### config.mk
export PLATFORM = sky130hd
export DESIGN_NAME = fetch_stage_ctrl
export DESIGN_NICKNAME = d
export VERILOG_FILES = /design/src/rtl/fetch_stage_ctrl.sv
export SDC_FILE = /design/constraint.sdc
export NUM_CORES = 1
export LEC_CHECK = 0
export CORE_MARGIN = 4
export CORE_UTILIZATION = 29
export DETAILED_ROUTE_END_ITERATION = 16
export HOLD_SLACK_MARGIN = 0.02
export PLACE_DENSITY_LB_ADDON = 0.12
export SYNTH_ARGS = -nofsm -noshare
export SYNTH_HDL_FRONTEND = slang
export SYNTH_SLANG_ARGS = --single-unit
export TNS_END_PERCENT = 30
### constraint.sdc
create_clock -name Clk -period 2.63 [get_ports Clk]
set_input_delay 0.3945 -clock Clk [delete_from_list [all_inputs] [get_ports Clk]]
set_output_delay 0.3945 -clock Clk [all_outputs]
set_load 0.02 [all_outputs]
### src/rtl/fetch_stage_ctrl.sv
// Fetch stage: program counter, IF/ID pipeline register, hazard-control response,
// and debug statistics (saturating stall/flush counts, sticky stall-timeout flag).
module fetch_stage_ctrl #(
   parameter logic [31:0] RESET_PC  = 32'h0000_0000,
   parameter int unsigned MAX_STALL = 8,
   parameter int unsigned CNT_W     = 16
) (
   input  logic             Clk,
   input  logic             Rst,
   input  logic             PCWrite,
   input  logic             DecodeRegWrite,
   input  logic             flushControl,
   input  logic             BranchTaken,
   input  logic [31:0]      BranchTarget,
   input  logic             JumpTaken,
   input  logic [31:0]      JumpTarget,
   input  logic             CounterClear,
   input  logic [31:0]      InstrIn,
   output logic [31:0]      PCOut,
   output logic [31:0]      InstrOut,
   output logic [31:0]      PCPlus4Out,
   output logic             ValidOut,
   output logic [CNT_W-1:0] StallCount,
   output logic [CNT_W-1:0] FlushCount,
   output logic             StallTimeout
);

   typedef enum logic {RUN, HOLD} state_t;

   localparam logic [7:0]       MAX_RUN = 8'(MAX_STALL);
   localparam logic [CNT_W-1:0] CNT_MAX = {CNT_W{1'b1}};

   state_t           state_q, state_d;
   logic [7:0]       run_q, run_d;
   logic [31:0]      pc_q, pc_d;
   logic [31:0]      instr_q, instr_d;
   logic [31:0]      pcp4_q, pcp4_d;
   logic             valid_q, valid_d;
   logic [CNT_W-1:0] stall_cnt_q, stall_cnt_d;
   logic [CNT_W-1:0] flush_cnt_q, flush_cnt_d;
   logic             timeout_q, timeout_d;
   logic [31:0]      pc_plus4;

   assign pc_plus4 = pc_q + 32'd4;

   always_comb begin
      pc_d        = pc_q;
      instr_d     = instr_q;
      pcp4_d      = pcp4_q;
      valid_d     = valid_q;
      state_d     = state_q;
      run_d       = run_q;
      stall_cnt_d = stall_cnt_q;
      flush_cnt_d = flush_cnt_q;
      timeout_d   = timeout_q;

      // Redirects are only honoured when the PC is allowed to move; jump beats branch.
      if (PCWrite) begin
         if (JumpTaken)        pc_d = {JumpTarget[31:2], 2'b00};
         else if (BranchTaken) pc_d = {BranchTarget[31:2], 2'b00};
         else                  pc_d = pc_plus4;
      end

      if (flushControl) begin
         instr_d = 32'h0;
         pcp4_d  = 32'h0;
         valid_d = 1'b0;
      end else if (DecodeRegWrite) begin
         instr_d = InstrIn;
         pcp4_d  = pc_plus4;
         valid_d = 1'b1;
      end

      case (state_q)
         RUN: begin
            run_d = 8'd0;
            if (!PCWrite) begin
               state_d = HOLD;
               run_d   = 8'd1;
            end
         end
         HOLD: begin
            if (PCWrite) begin
               state_d = RUN;
               run_d   = 8'd0;
            end else if (run_q != 8'hFF) begin
               run_d = run_q + 8'd1;
            end
         end
         default: begin
            state_d = RUN;
            run_d   = 8'd0;
         end
      endcase

      if (run_d == MAX_RUN) timeout_d = 1'b1;

      if (!PCWrite && stall_cnt_q != CNT_MAX)    stall_cnt_d = stall_cnt_q + 1'b1;
      if (flushControl && flush_cnt_q != CNT_MAX) flush_cnt_d = flush_cnt_q + 1'b1;

      // Clear wins over any increment or timeout set in the same cycle.
      if (CounterClear) begin
         stall_cnt_d = '0;
         flush_cnt_d = '0;
         run_d       = 8'd0;
         timeout_d   = 1'b0;
      end
   end

   always_ff @(posedge Clk or negedge Rst) begin
      if (!Rst) begin
         state_q     <= RUN;
         run_q       <= 8'd0;
         pc_q        <= RESET_PC;
         instr_q     <= 32'h0;
         pcp4_q      <= 32'h0;
         valid_q     <= 1'b0;
         stall_cnt_q <= '0;
         flush_cnt_q <= '0;
         timeout_q   <= 1'b0;
      end else begin
         state_q     <= state_d;
         run_q       <= run_d;
         pc_q        <= pc_d;
         instr_q     <= instr_d;
         pcp4_q      <= pcp4_d;
         valid_q     <= valid_d;
         stall_cnt_q <= stall_cnt_d;
         flush_cnt_q <= flush_cnt_d;
         timeout_q   <= timeout_d;
      end
   end

   assign PCOut        = pc_q;
   assign InstrOut     = instr_q;
   assign PCPlus4Out   = pcp4_q;
   assign ValidOut     = valid_q;
   assign StallCount   = stall_cnt_q;
   assign FlushCount   = flush_cnt_q;
   assign StallTimeout = timeout_q;

endmodule

==> results of run 1 <==
cells in the mapped netlist, types with 6 or more instances:
master,n
xnor2_1,31
nor4_1,7
o311ai_0,7
and3_1,14
o21ai_0,20
nand3_1,23
dfrtp_1,136
nor2_1,130
a22o_1,7
clkbuf_1,37
a221o_1,6
a211oi_1,30
nand4_1,19
and4_1,7
mux2i_1,39
a21oi_1,34
a22oi_1,9
a31oi_1,7
xor2_1,25
inv_1,14
nand2_1,46
through the flow:
stage          instances  cell area, sq um  setup slack, ns
2_1_floorplan        749              7240            0.755
4_1_cts             1302             10400            0.464
6_report            1302             10400            0.491
3_3_place_gp        1269              9870            0.174
3_5_place_dp        1269              9870            0.165
5_1_grt             1302             10400            0.334
routing by layer:
metal | track usage (%) | vias up | part of all wire [%]
li1 | - | 3144 | -
met1 | 24.9 | 3062 | 48
met2 | 26.3 | 199 | 45
met3 | 4.12 | 21 | 5.4
met4 | 5.02 | 0 | 1.4
met5 | 0 | - | 0
state kept, by name (all words and copies together) (netlist names):
name and flops:
InstrOut 32, PCPlus4Out 31, PCOut 30, FlushCount 16, StallCount 16, run_q 8
StallTimeout 1, ValidOut 1, state_q 1
where the power goes:
group          leakage (nW)  switching [mW]  internal [mW]
Sequential             1.79           0.172           2.23
Clock                 0.260            1.02           1.32
Combinational          2.25           0.619          0.575
worst paths after layout:
kind	startpoint	endpoint	slack, ns	cells after the start
setup reg to reg	PCOut[5]$_DFFE_PN0P_	PCPlus4Out[31]$_DFFE_PN0P_	0.53	5
min in group asynchronous	Rst	FlushCount[6]$_DFFE_PN0P_	0.50	2
setup / recovery	PCOut[21]$_DFFE_PN0P_	PCOut[21]	0.49	1
hold / removal	DecodeRegWrite	InstrOut[3]$_DFFE_PN0P_	0.38	3
hold reg to reg	PCPlus4Out[19]$_DFFE_PN0P_	PCPlus4Out[19]$_DFFE_PN0P_	0.48	2
max in group asynchronous	Rst	FlushCount[1]$_DFFE_PN0P_	1.40	3
area by class of cell:
cell class	instances	area, sq um	area share [%]
well taps	324	405	3.88
multi-input cells	545	3550	34.0
repair buffers	249	2460	23.5
clock inverters	15	141	1.35
flip-flops and latches	136	3400	32.6
inverters	16	60.1	0.575
clock buffers	17	425	4.07
worst min-delay path, delay by kind of cell:
family / cells / cell delay [ns]
AND/OR/NAND/NOR: 1 / 0.08
multiplexers: 1 / 0.10
buffers and inverters: 1 / 0.18
cell usage in the layout, fill, tap and decap left out, drive strengths merged, types with 23 or more instances in the layout:
master / instances
mux2i: 39
nand2: 46
xnor2: 31
nor2: 133
a21oi: 34
nand3: 23
xor2: 25
dfrtp: 136
a211oi: 33
clkdlybuf4s50: 224
buf: 24
nand4: 26
cell families (layout without fill, tap and decap cells):
| family | count (synthesis) | in the layout | synth area share, % |
|---|---|---|---|
| simple gates | 279 | 279 | 19.6 |
| other cells | 1 | 2 | 0.0518 |
| compound gates | 164 | 164 | 16.3 |
| buf+inv | 68 | 297 | 3.98 |
| mux | 40 | 40 | 5.55 |
| fa+ha+maj | 4 | 4 | 0.692 |
| flops | 136 | 136 | 47.1 |
| xor+xnor | 56 | 56 | 6.78 |
repair_timing:
action                                 in CTS  in global routing
resized for setup                           0                  0
hold buffers                                1                  0
endpoints found under the hold margin      49                  0
==> results_dict.tcl, run 1 <==
set metrics [dict create \
    status "finished, final reports clean" \
    worst_pin_slew_ns 0.929 \
    gp_congestion 0.813 \
    synth_edf_count 0 \
    synthArstFlopShare_pct 100 \
    cts_buffer_depth 2 \
    antenna_found_initial 0 \
    wl_per_cell_um 18.3 \
    yosys_warnings 0 \
    drc 0 \
    power_mw 5.94 \
    diodes 0 \
    cts_sinks 136 \
    finalCritPeriodShare_pct 81.3 \
    grt_max_degree 62 \
    setup_viol 0 \
    path_clk_slew_ns 0.07 \
    grt_setup_unrepaired "false" \
    ys_types 67 \
    crit_fanout 9 \
    ys_seq_area_share_pct 47.1 \
    die_y_um 166 \
    routed-via-count 6426 \
    first_global_vias 6562 \
    cp.arrival_ns 1.74 \
    grt_pass1_wl_um 38500 \
    die_w_um 166 \
    synth-main-ff-cell "dfrtp_1" \
    io_buffers 227 \
    ant_nets 0 \
    start_kind "flip-flop" \
    cellPowerDensity_nw_per_um2 568 \
    first_pass_iters 5 \
    hold_slack_ns 0.378 \
    routed_wl_um 23900 \
    cts_max_level 4 \
    yosys.area.top_type "dfrtp_1" \
    cp.required_ns 2.24 \
    row_count 57 \
    timing.final.hold_violations 0 \
    cts_buffers 17 \
    cp_slowest_stage_delay_ns 0.71 \
    gr-total-overflow 0 \
    drt-initial-drc-count 283 \
    worst-path-buf-inv 1 \
    fp.coreArea_sq_um 24500 \
    power_leakage_nw 4.30 \
    fillCellCount 2431 \
    synth_top_area_share_pct 47.1 \
    synth-seq-cells 136 \
    path_cells "clkdlybuf4s50_1" \
    syn_area_sq_um 7230 \
    slowest_stage "clkdlybuf4s50_1" \
    syn_area_per_cell_sq_um 9.67 \
    viasPerCell 4.94 \
    cp-end-kind "primary output" \
    final_core_util_pct 42.7 \
    period_minus_slack_ns 2.14 \
    synthToLayoutAreaGrowth_pct 44.4 \
    dp_hpwl_um 17200 \
    drv_cap 0 \
    cts_root_buf "clkbuf_16" \
    nets 1073 \
    tns_ns 0 \
    fin_worst_skew_ns 0.0128 \
    max_freq_mhz 468 \
    ir_drop_mv 0.287 \
    cts_tree "built" \
    layout-drive-gt1-share_pct 8.18 \
    drv_slew 0 \
    worst_skew_pair.late_latency_ns 0.42 \
    start_util_pct 29.6 \
    max_slew_margin_pct 37.8 \
    crit_family "buffers and inverters" \
    ioPinCount 234 \
    die_area_sq_um 27500 \
    path_class "flip-flop to primary output" \
    cts_setup_buffers 0 \
    synthCells 748 \
    synth_area_leaders "dfrtp_1 (47%), nor2_1 (6.7%), mux2i_1 (5.4%)" \
    min_path_type "primary input to flip-flop" \
    grt_use_total_pct 17.4 \
]
(Power assumes the default switching activity.)
==> run 2, diff against run 1 <==
- clock period: 2.63 -> 1.8 ns (I/O delays scaled with it)
==> results_dict.tcl, run 2 (synthesis results as in run 1) <==
set metrics [dict create \
    cp_slowest_stage_delay_ns 0.68 \
    worst_slack_ns 0.0512 \
    dp_hpwl_um 17900 \
    drc 0 \
    cp-end-kind "primary output" \
    m1WireLength_um 11400 \
    ir_drop_mv 0.417 \
    slowest_stage "clkdlybuf4s50_1" \
    cts_buffers 17 \
    start_kind "flip-flop" \
    status "finished, final reports clean" \
    cts_buffer_depth 2 \
    die_w_um 166 \
    dpl.cell_count 1352 \
    antenna_found_initial 0 \
    drv_cap 0 \
    wl_met3_um 1410 \
    viasPerCell 4.82 \
    pre_cts_ws_ns -0.139 \
    path_clk_slew_ns 0.06 \
    finalCritPeriodShare_pct 97.2 \
    gr-total-overflow 0 \
    grt_max_degree 64 \
    first_global_vias 6725 \
    wl_met2_um 11000 \
    tns_ns 0 \
    grt_setup_unrepaired "true" \
    ant_nets 0 \
    cp.arrival_ns 1.48 \
    grt_pass1_wl_um 38600 \
    ioPinCount 234 \
    routed_wl_um 24000 \
    drt-initial-drc-count 267 \
    cts_tree "built" \
    final_common_cell "clkdlybuf4s50_1" \
    layout-drive-gt1-share_pct 16.8 \
    largest_reg_flops 32 \
    path_cells "clkdlybuf4s50_1" \
    die_y_um 166 \
    cellPowerDensity_nw_per_um2 815 \
    final_cell_mix "clkdlybuf4s50_1 (170), dfrtp_1 (133), nor2_1 (130)" \
    setup_viol 0 \
    period_minus_slack_ns 1.75 \
    cts_sinks 136 \
    instances_no_fill 1389 \
    highest_layer "met4" \
    max_freq_mhz 572 \
    start_util_pct 29.6 \
    diodes 0 \
    power_leakage_nw 5.21 \
    drv_slew 0 \
    hold_slack_ns 0.200 \
    routed-via-count 6696 \
    first_pass_iters 4 \
    min_path_type "primary input to flip-flop" \
    worst_skew_pair.late_latency_ns 0.42 \
    nets 1160 \
    worst-path-buf-inv 1 \
    fp.coreArea_sq_um 24500 \
    synthToLayoutAreaGrowth_pct 56.8 \
    path_class "flip-flop to primary output" \
    cp-startpoint "PCPlus4Out[26]$_DFFE_PN0P_" \
    die_area_sq_um 27500 \
    cts_root_buf "clkbuf_16" \
    gp_congestion 0.813 \
    fin_worst_skew_ns 0.0128 \
    timing.final.hold_violations 0 \
    cts_max_level 4 \
    io_buffers 227 \
    timing.rr.start "PCOut[2]$_DFFE_PN0P_" \
    crit_family "buffers and inverters" \
    row_count 57 \
    hold_start "DecodeRegWrite" \
    power_mw 9.24 \
    crit_fanout 2 \
    cp.required_ns 1.53 \
    wl_per_cell_um 17.3 \
    grt_use_total_pct 17.3 \
]
## run 2: final timing paths
check | slack (ns) | to | depth (start not counted)
hold reg to reg | 0.51 | ValidOut$_DFFE_PN0P_ | 2
min in group asynchronous | 0.30 | FlushCount[9]$_DFFE_PN0P_ | 2
setup reg to reg | 0.05 | PCOut[17]$_DFFE_PN0P_ | 7
hold / removal | 0.20 | InstrOut[28]$_DFFE_PN0P_ | 3
setup / recovery | 0.05 | PCPlus4Out[26] | 1
max in group asynchronous | 0.91 | PCOut[2]$_DFFE_PN0P_ | 3
## run 2: final cells by class
| type | instances | area, sq um |
|---|---|---|
| sequential | 136 | 3410 |
| tap | 324 | 405 |
| clock buffer | 18 | 429 |
| timing repair buffer | 336 | 3190 |
| clock inverter | 14 | 209 |
| multi-input combinational | 545 | 3640 |
| inverter | 16 | 60.1 |
| fill | 2394 | 13100 |
## run 2: timing repair
item,CTS,global route
hold endpoints to repair,23,0
hold buffers,1,0
gates resized for setup,38,35
pin swaps,0,11
setup buffers,0,4
setup endpoints to repair,39,36
## run 2: stage by stage
step,area (sq um),util [%]
floorplan,7240,-
global placement,10600,43.2
detailed placement,10600,43.2
CTS,11200,45.7
global route,11300,46.4
finish,11300,46.4
## run 2: power by group
group / internal [mW] / switching, mW / total, mW / leakage [nW]
Sequential: 3.26 / 0.164 / 3.42 / 1.78
Clock: 2.37 / 1.49 / 3.85 / 0.309
Combinational: 0.936 / 1.03 / 1.97 / 3.12
## run 2: layer usage
layer | up-vias | track usage, %
met4 | 0 | 4.45
met2 | 198 | 27.1
met1 | 3163 | 23.8
li1 | 3320 | -
met3 | 15 | 4.67
met5 | - | 0
==> run 3, diff against run 2 <==
- CORE_MARGIN: 4 -> 3
==> results_dict.tcl, run 3 (synthesis results as in run 1) <==
set metrics [dict create \
    status "finished, final reports clean" \
    final_common_cell "clkdlybuf4s50_1" \
    row_count 57 \
    largest_reg_flops 32 \
    tns_ns 0 \
    cts_buffer_depth 2 \
    start_kind "flip-flop" \
    combPwrFrac_pct 22.0 \
    start_util_pct 29.7 \
    synthToLayoutAreaGrowth_pct 56.2 \
    setup_viol 0 \
    worst_pin_slew_ns 0.566 \
    die_y_um 164 \
    wl_per_cell_um 17.6 \
    grt_use_total_pct 17.9 \
    r2r_cells 7 \
    timing.final.hold_violations 0 \
    finalCritPeriodShare_pct 96.8 \
    gr-total-overflow 0 \
    grt_pass1_wl_um 37600 \
    drc 0 \
    cp_slowest_stage_delay_ns 0.40 \
    max_freq_mhz 574 \
    path_class "flip-flop to flip-flop" \
    first_pass_iters 5 \
    die_w_um 164 \
    min_path_type "primary input to flip-flop" \
    ant_nets 0 \
    slowest_stage "dfrtp_2" \
    hold_depth 3 \
    cts_sinks 136 \
    worst_skew_pair.late_latency_ns 0.42 \
    drt-initial-drc-count 253 \
    path_clk_slew_ns 0.07 \
    p_seq_share_pct 37.8 \
    drv_cap 0 \
    die_area_sq_um 26900 \
    power_leakage_nw 5.12 \
    p_switching_mw 2.65 \
    drv_slew 0 \
    fp.coreArea_sq_um 24400 \
    fin_worst_skew_ns 0.0185 \
    layout-drive-gt1-share_pct 17.0 \
    power_mw 9.04 \
    regArea_sq_um 3410 \
    cellPowerDensity_nw_per_um2 800 \
    diodes 0 \
    cp-end-kind "flip-flop" \
    cts_root_buf "clkbuf_16" \
    viasPerCell 4.86 \
    cp.required_ns 2.12 \
    instances_no_fill 1385 \
    dpl.cell_count 1344 \
    routed_wl_um 24300 \
    ir_drop_mv 0.618 \
    max_slew_margin_pct 62.1 \
    p_int_mw 6.40 \
    antenna_found_initial 0 \
    grt_setup_unrepaired "true" \
    ioPinCount 234 \
    path_cells "buf_6 > nand4_1 > nor2_4 > buf_12 > nand3_4 > or2_1 > a311oi_2" \
    p_sw_share_pct 29.3 \
    first_global_vias 6723 \
    cts_max_level 4 \
    fillCellCount 2417 \
    nets 1156 \
    cts_buffers 17 \
    final_core_util_pct 46.3 \
    clkPwrFrac_pct 40.2 \
    crit_fanout 8 \
    io_buffers 227 \
    grt_max_degree 64 \
    dp_hpwl_um 17900 \
    final_cell_mix "clkdlybuf4s50_1 (173), dfrtp_1 (133), nor2_1 (130)" \
    cts_tree "built" \
    gp_congestion 0.837 \
    cp.arrival_ns 2.06 \
    routed-via-count 6730 \
    multi_input_area_sq_um 3650 \
    period_minus_slack_ns 1.74 \
]
[run 3: layout make-up]
class,instances,area share [%]
Clock buffer,18,3.80
Clock inverter,14,1.52
Inverter,16,0.532
Multi-Input combinational cell,545,32.3
Sequential cell,136,30.2
Tap cell,324,3.59
Timing Repair Buffer,332,28.1
[run 3: repair_timing]
action | CTS | global route
setup endpoints to repair | 43 | 31
pin swaps | 2 | 14
hold endpoints to repair | 40 | 0
setup buffers | 3 | 5
hold buffers | 1 | 0
gates resized for setup | 40 | 38
[run 3: path summary, 6_finish.rpt]
check	from	to	slack [ns]
max in group asynchronous	Rst	FlushCount[2]$_DFFE_PN0P_	0.82
min	DecodeRegWrite	ValidOut$_DFFE_PN0P_	0.23
min in group asynchronous	Rst	StallCount[8]$_DFFE_PN0P_	0.35
max reg2reg	PCOut[2]$_DFFE_PN0P_	PCPlus4Out[27]$_DFFE_PN0P_	0.06
min reg2reg	PCPlus4Out[19]$_DFFE_PN0P_	PCPlus4Out[19]$_DFFE_PN0P_	0.49
max	PCOut[2]$_DFFE_PN0P_	PCPlus4Out[27]$_DFFE_PN0P_	0.06
[run 3: routing by layer]
| metal | vias up | track usage [%] | part of all wire [%] |
|---|---|---|---|
| li1 | 3302 | - | - |
| met1 | 3188 | 25.0 | 47 |
| met2 | 216 | 28.1 | 45 |
| met3 | 24 | 4.16 | 6.6 |
| met4 | 0 | 4.84 | 1.6 |
| met5 | - | 0 | 0 |
[run 3: stage by stage]
stage                     setup WS, ns  instance area, sq um  hold slack [ns]
after floorplan               -0.00878                  7240          -0.0256
after global placement          -0.176                 10500            0.249
after detailed placement        -0.185                 10500            0.253
after CTS                     -0.00498                 11100            0.204
after global routing           -0.0444                 11300            0.233
final                           0.0583                 11300            0.229
[run 3: power by group through the flow]
stage	Clock (mW)	Sequential [mW]	Combinational, mW
after floorplan	0	3.76	0.592
after global placement	0	3.47	2.02
after detailed placement	0	3.47	2.02
after CTS	3.75	3.42	1.98
after global routing	3.87	3.45	2.16
final	3.63	3.42	1.99
[run 3: worst max-delay path, delay by kind of cell, from the launching register on]
family | cells | cell delay (ns)
compound gates | 1 | 0.24
buf+inv | 2 | 0.26
flops | 1 | 0.40
simple gates | 4 | 0.74
